==> src/rtl/fc_pkg.sv <==
// Shared types and fixed-point helpers for FC-layer plumbing blocks.
package fc_pkg;

  typedef enum logic [1:0] {
    IDLE = 2'd0,
    SEND = 2'd1,
    GAP  = 2'd2
  } ser_state_e;

  localparam int FX_MAX_W = 64;

  // Sign-extends an in_w-bit element, aligns its binary point, and keeps out_w bits.
  function automatic logic [FX_MAX_W-1:0] fx_resize(
    input logic [FX_MAX_W-1:0] elem,
    input int                  in_w,
    input int                  in_frac,
    input int                  out_w,
    input int                  out_frac
  );
    logic [FX_MAX_W-1:0] v;
    for (int b = 0; b < FX_MAX_W; b++) begin
      if (b < in_w) begin
        v[b] = elem[b];
      end else begin
        v[b] = elem[in_w-1];
      end
    end
    v = v << (out_frac - in_frac);
    for (int b = 0; b < FX_MAX_W; b++) begin
      if (b >= out_w) begin
        v[b] = 1'b0;
      end else begin
        v[b] = v[b];
      end
    end
    return v;
  endfunction

  function automatic bit fx_params_ok(
    input int in_w,
    input int in_frac,
    input int out_w,
    input int out_frac
  );
    return (in_w >= 1) && (out_w <= FX_MAX_W) && (out_frac >= in_frac) &&
           ((out_w - out_frac) >= (in_w - in_frac));
  endfunction

endpackage

==> src/rtl/fc_vec_serializer.sv <==
// Captures a DIM-element vector in one cycle and streams it element by element,
// widening each element to the downstream fixed-point format.
module fc_vec_serializer
  import fc_pkg::*;
#(
  parameter int DIM      = 8,
  parameter int IN_W     = 8,
  parameter int IN_FRAC  = 7,
  parameter int OUT_W    = 16,
  parameter int OUT_FRAC = 7,
  parameter int MIN_GAP  = 0
) (
  input  logic             clk,
  input  logic             rst,
  input  logic [IN_W-1:0]  in_dat [DIM-1:0],
  input  logic             in_valid,
  output logic             in_ready,
  output logic [OUT_W-1:0] out_dat,
  output logic             out_valid,
  input  logic             out_ready,
  output logic             out_last
);

  localparam int IW = (DIM > 1) ? $clog2(DIM) : 1;
  localparam int GW = (MIN_GAP > 1) ? $clog2(MIN_GAP + 1) : 1;

  if (!fx_params_ok(IN_W, IN_FRAC, OUT_W, OUT_FRAC)) begin : g_bad_params
    $error("fc_vec_serializer: output format cannot hold input format exactly");
  end

  ser_state_e       r_state;
  logic [IW-1:0]    r_idx;
  logic [GW-1:0]    r_gap;
  logic [IN_W-1:0]  r_buf [DIM-1:0];
  logic [OUT_W-1:0] r_out_dat;
  logic             r_out_valid;
  logic             r_out_last;

  logic             w_last_idx;
  logic [IW-1:0]    w_next_idx;
  logic             w_in_ready;
  logic             w_capture;
  logic [OUT_W-1:0] w_first_dat;
  logic [OUT_W-1:0] w_next_dat;

  assign w_last_idx  = (r_idx == IW'(DIM - 1));
  assign w_next_idx  = r_idx + IW'(1);
  // With no gap required, a new vector is taken on the cycle the last element leaves.
  assign w_in_ready  = !rst && ((r_state == IDLE) ||
                       ((MIN_GAP == 0) && (r_state == SEND) && w_last_idx && out_ready));
  assign w_capture   = in_valid && w_in_ready;
  assign w_first_dat = OUT_W'(fx_resize(64'(in_dat[0]), IN_W, IN_FRAC, OUT_W, OUT_FRAC));
  assign w_next_dat  = OUT_W'(fx_resize(64'(r_buf[w_next_idx]), IN_W, IN_FRAC, OUT_W, OUT_FRAC));

  // Serializer FSM: vector buffer, element index, gap counter and registered outputs.
  always_ff @(posedge clk) begin
    if (rst) begin
      r_state     <= IDLE;
      r_idx       <= '0;
      r_gap       <= '0;
      r_out_dat   <= '0;
      r_out_valid <= 1'b0;
      r_out_last  <= 1'b0;
      for (int i = 0; i < DIM; i++) begin
        r_buf[i] <= '0;
      end
    end else if (w_capture) begin
      r_buf       <= in_dat;
      r_idx       <= '0;
      r_out_dat   <= w_first_dat;
      r_out_valid <= 1'b1;
      r_out_last  <= 1'(DIM == 1);
      r_state     <= SEND;
    end else begin
      case (r_state)
        IDLE: begin
          r_out_valid <= 1'b0;
        end
        SEND: begin
          if (out_ready) begin
            if (w_last_idx) begin
              r_out_valid <= 1'b0;
              r_out_last  <= 1'b0;
              r_idx       <= '0;
              // The IDLE cycle that follows counts as the final idle cycle of the gap.
              if (MIN_GAP > 1) begin
                r_gap   <= GW'(1);
                r_state <= GAP;
              end else begin
                r_state <= IDLE;
              end
            end else begin
              r_idx      <= w_next_idx;
              r_out_dat  <= w_next_dat;
              r_out_last <= (w_next_idx == IW'(DIM - 1));
            end
          end
        end
        GAP: begin
          if (r_gap == GW'(MIN_GAP - 1)) begin
            r_gap   <= '0;
            r_state <= IDLE;
          end else begin
            r_gap <= r_gap + GW'(1);
          end
        end
        default: begin
          r_state     <= IDLE;
          r_out_valid <= 1'b0;
          r_out_last  <= 1'b0;
        end
      endcase
    end
  end

  assign in_ready  = w_in_ready;
  assign out_dat   = r_out_dat;
  assign out_valid = r_out_valid;
  assign out_last  = r_out_last;

endmodule

==> config.mk <==
export PLATFORM = sky130hd
export DESIGN_NAME = fc_vec_serializer
export DESIGN_NICKNAME = d
export VERILOG_FILES = /design/src/rtl/fc_pkg.sv /design/src/rtl/fc_vec_serializer.sv
export SDC_FILE = /design/constraint.sdc
export NUM_CORES = 1
export LEC_CHECK = 0
export ABC_AREA = 1
export CORE_UTILIZATION = 54
export DETAILED_ROUTE_END_ITERATION = 7
export HOLD_SLACK_MARGIN = 0.15
export PLACE_DENSITY_LB_ADDON = 0.3
export REMOVE_ABC_BUFFERS = 1
export SYNTH_ARGS = -nofsm -noshare
export SYNTH_HDL_FRONTEND = slang
export SYNTH_SLANG_ARGS = --single-unit
==> constraint.sdc <==
create_clock -name clk -period 3.45 [get_ports clk]
set_clock_uncertainty 0.2 [all_clocks]
set_input_delay 0.69 -clock clk [delete_from_list [all_inputs] [get_ports clk]]
set_output_delay 0.69 -clock clk [all_outputs]
set_load 0.05 [all_outputs]
* Word level (Yosys, flattened, before mapping)
Cells that the tools add are included.
** Storage, ports and cells
- Bits in registers :: 88
- Input bits :: 68
- Output and inout bits :: 19
- Logic and storage cells :: 72
** Cells by class
- $add $sub $neg :: 2
- $lt $le $gt $ge :: 1
- Eq/ne operators :: 13
- Muxes and demuxes :: 20
- Bitwise operators :: 3
- Reduce and logical (&&, ||, !) cells :: 18
** Operators by type and width (number)
- 16-bit two-way mux :: 4
- 8-bit binary-select mux with 3-bit select :: 1
- 2-bit != test (second input constant) :: 5
- 3-bit != test (second input constant) :: 3
- 8-bit two-way mux :: 1
- 4-bit AND reduction :: 2
- 1-bit two-way mux :: 7
- 3-bit == test (second input constant) :: 2
- 2-bit two-way mux :: 3
- 2-bit one-hot mux with 3 select lines :: 1
- 2-bit AND reduction :: 3
- 3-bit AND reduction :: 2
- 1-bit logical AND :: 4
- 3-bit by 4-bit < comparator with 1-bit output (second input constant) :: 1
- 1-bit one-hot mux with 2 select lines :: 2
- 2-bit nonzero test :: 2
- 2-bit OR reduction :: 2
- 3-bit by 1-bit adder with 3-bit output (second input constant) :: 1
- 3-bit two-way mux :: 1
- 1-bit NOT :: 3
- 2-bit by 1-bit == test with 1-bit output (second input constant) :: 1
- 2-bit == test (second input constant) :: 1
- 2-bit zero test :: 1
- 2-bit by 1-bit != test with 1-bit output (second input constant) :: 1
- 3 further kinds :: 3

* Depth between registers and ports, before layout
- Depth in word-level cells :: 8
- Depth in mapped cells :: 11

* Least setup slack after synthesis
Ideal clock, no wire load.
- Path kind :: in2out
- Start point :: input port out_ready
- End point :: output port in_ready
- Arrival time :: 1.231 ns
- Setup slack :: 1.329 ns
- Cell stages on the path :: 3
- Cells stage by stage :: nand2_2 a21oi_2 buf_2
** On the way
- Word-level cells in the longest chain between the ends :: 3
** Ends and longest elaborated chain
- from (decl) :: RTL line fc_vec_serializer.sv:20 : input logic out_ready,
- 1-bit logical AND :: RTL line fc_vec_serializer.sv:50 : ((MIN_GAP == 0) && (r_state == SEND) && w_last_idx && out_ready));
- 1-bit logical OR :: RTL line fc_vec_serializer.sv:49 : assign w_in_ready = !rst && ((r_state == IDLE) ||
- 1-bit logical AND :: RTL line fc_vec_serializer.sv:49
- to (decl) :: RTL line fc_vec_serializer.sv:17 : output logic in_ready,
No other way between the ends.

==> impl_metrics.toml <==
[clocking]
clk_latency_ps = 350
cts_tree = "done"
numCtsBuffers = 9
clockRootBuffer = "clkbuf_8"
clockBufferDepth = 2
cts.sinks = 78
cts-hold-fix-buffers = 0
path_clk_slew_ps = 80
post_cts_buffers = 0
cts_htree_levels = 3
cts-resized-gates = 0

[grt]
first_global_vias = 3264
antenna_found_initial = 0
grt_start_max_net_pins = 57
overflow = 0
grtUsageTotal_pct = 25.94
grt_pass1_wl_um = 14670

[sta]
setup_viol = 0
worstMarginPinSlew_ps = 595.1
rsz0062_at_grt = "no"
drv_slew = 0
holdWs_ps = 274.2
relSlewSlack_pct = 60.28
finalHoldViolCount = 0
fin_crit_sh_pct = 75.93
period_needed_ps = 2620
max_freq_mhz = 381.7
setup_ws_ps = 830.5

[power_and_ir_drop]
power.total_mw = 2.277
power.density_nw_per_um2 = 486.5
power_leakage_nw = 1.976
vdd_drop_max_v = 0.0002704

[setup_path]
critPathMaxStageDelay_ps = 880
worstSetupStartpointType = "flip-flop"
crit_chain = "clkdlybuf4s50_1"
crit_arrival_ps = 1730
cpMaxStageDelayCell = "clkdlybuf4s50_1"
critical-path-top-delay-family = "buffers and inverters"
critPathRequiredTime_ps = 2560
path_class = "reg2out"
cp.buffers_inverters = 1
cp-end-kind = "output pin"
critPathMaxFanout = 10

[placed_design]
place_area_um2 = 4425
gp_congestion = 0.7633
place_hpwl_um = 5809
pre_cts_ws_ps = 795.6
port_buffers = 86

[die]
start_util_pct = 56.66
placementRows = 29
die_w_um = 84.33
ioPinCount = 87
die_h_um = 84.33
die-area_um2 = 7111
coreArea_um2 = 6459

[route]
wl_per_cell_um = 13.92
first_iter_violations = 240
top_layer = "met4"
via_per_inst = 5.318
wl_met2_um = 4178
drtPass1Iterations = 7
wl_met1_um = 4059
route.met3.wl_um = 528
remaining_drc_errors = 11
totalWireLength_um = 8878
postRouteAntennaNets = 0
vias = 3393

[layout]
insertedDiodeCount = 0
final_area_um2 = 4681
mostFrequentLayoutCells = "nand3_1, clkdlybuf4s50_1, inv_1"
post-route-util_pct = 72.47
syn_to_final_growth_pct = 27.90
nNetsFinal = 628
drive_above_1_share_pct = 9.626
layout_commonest_cell = "nand3_1"

[yosys]
synth_compound_area_share_pct = 15.79
synthSimpleGateAreaFrac_pct = 24.48
synth_area_um2 = 3660
ys_seq_elements = 78
synth_warnings = 0
syn_inst = 493
synth_top_family_by_area = "simple AND/OR/NAND/NOR gates"
avgSynthCellArea_um2 = 7.423
synth_cell_types = 26
synthAdderAreaFrac_pct = 1.026
synth.mux.area_fraction_pct = 0
yosysSeqAreaShare_pct = 42.67
synthXorXnorAreaFrac_pct = 0

[outcome]
violations = "DRC"
status = "complete, but fails checks"

[flow_run]
drv_cap = 0

[hold_path]
hold_path.class = "reg2reg"
area by class of cell:
type                       instances  area [um^2]
fill                             512         1778
sequential                        78         1562
clock inverter                     3        90.09
timing repair buffer              94        925.9
clock buffer                      12        165.2
inverter                          86        322.8
tap                               77        96.34
multi-input combinational        288         1519
flip-flops by register name, summed over array words and instances, names as in the netlist:
register   count
r_buf         64
out_last       1
out_valid      1
out_dat        8
r_idx          3
r_state        1
stage by stage:
step	cells	TNS (ps)
after floorplan	452	-9335
after global placement	623	0
after detailed placement	623	0
after CTS	638	0
after global routing	638	0
final	638	0
power by group:
part           leakage, nW  switching (mW)  internal, mW
combinational         1.20           0.248         0.174
sequential           0.643          0.0274         0.969
clock                0.129           0.322         0.536
synth_stat cells (all sizes together):
master,instances,share of area (%)
o22ai,8,2.4
a32oi,1,0.24
o21ai,72,11
clkinv,1,0.10
nand3,114,16
buf,38,6.9
o21a,1,0.21
inv,85,8.7
dfxtp,78,43
nor2,6,0.82
a21oi,13,2.1
ha,3,1.0
clkbuf,3,0.31
nand2,70,7.7
final timing paths:
check | startpoint | end | slack [ps] | cells past startpoint
setup reg to reg | r_idx[0]$_SDFFE_PP0P_ | out_dat[5]$_SDFFE_PP0P_ | 1150 | 8
hold / removal | r_buf[60]$_SDFFE_PP0P_ | r_buf[60]$_SDFFE_PP0P_ | 270 | 2
hold reg to reg | r_buf[60]$_SDFFE_PP0P_ | r_buf[60]$_SDFFE_PP0P_ | 270 | 2
setup / recovery | out_dat[14]$_SDFFE_PP0P_ | out_dat[15] | 830 | 1
kinds of logic after synthesis:
group	after synthesis
AND/OR/NAND/NOR	190
buffers and inverters	127
AO/OA/AOI/OAI	95
flip-flops	78
adder cells (fa/ha/maj)	3
per-layer routing:
layer / up-vias / track usage (%)
met3: 11 / 5.900
met4: 0 / 9.561
met1: 1559 / 33.00
met2: 114 / 43.14
met5: - / 0
li1: 1709 / -
No activity file was read; power rests on OpenSTA's default activity.
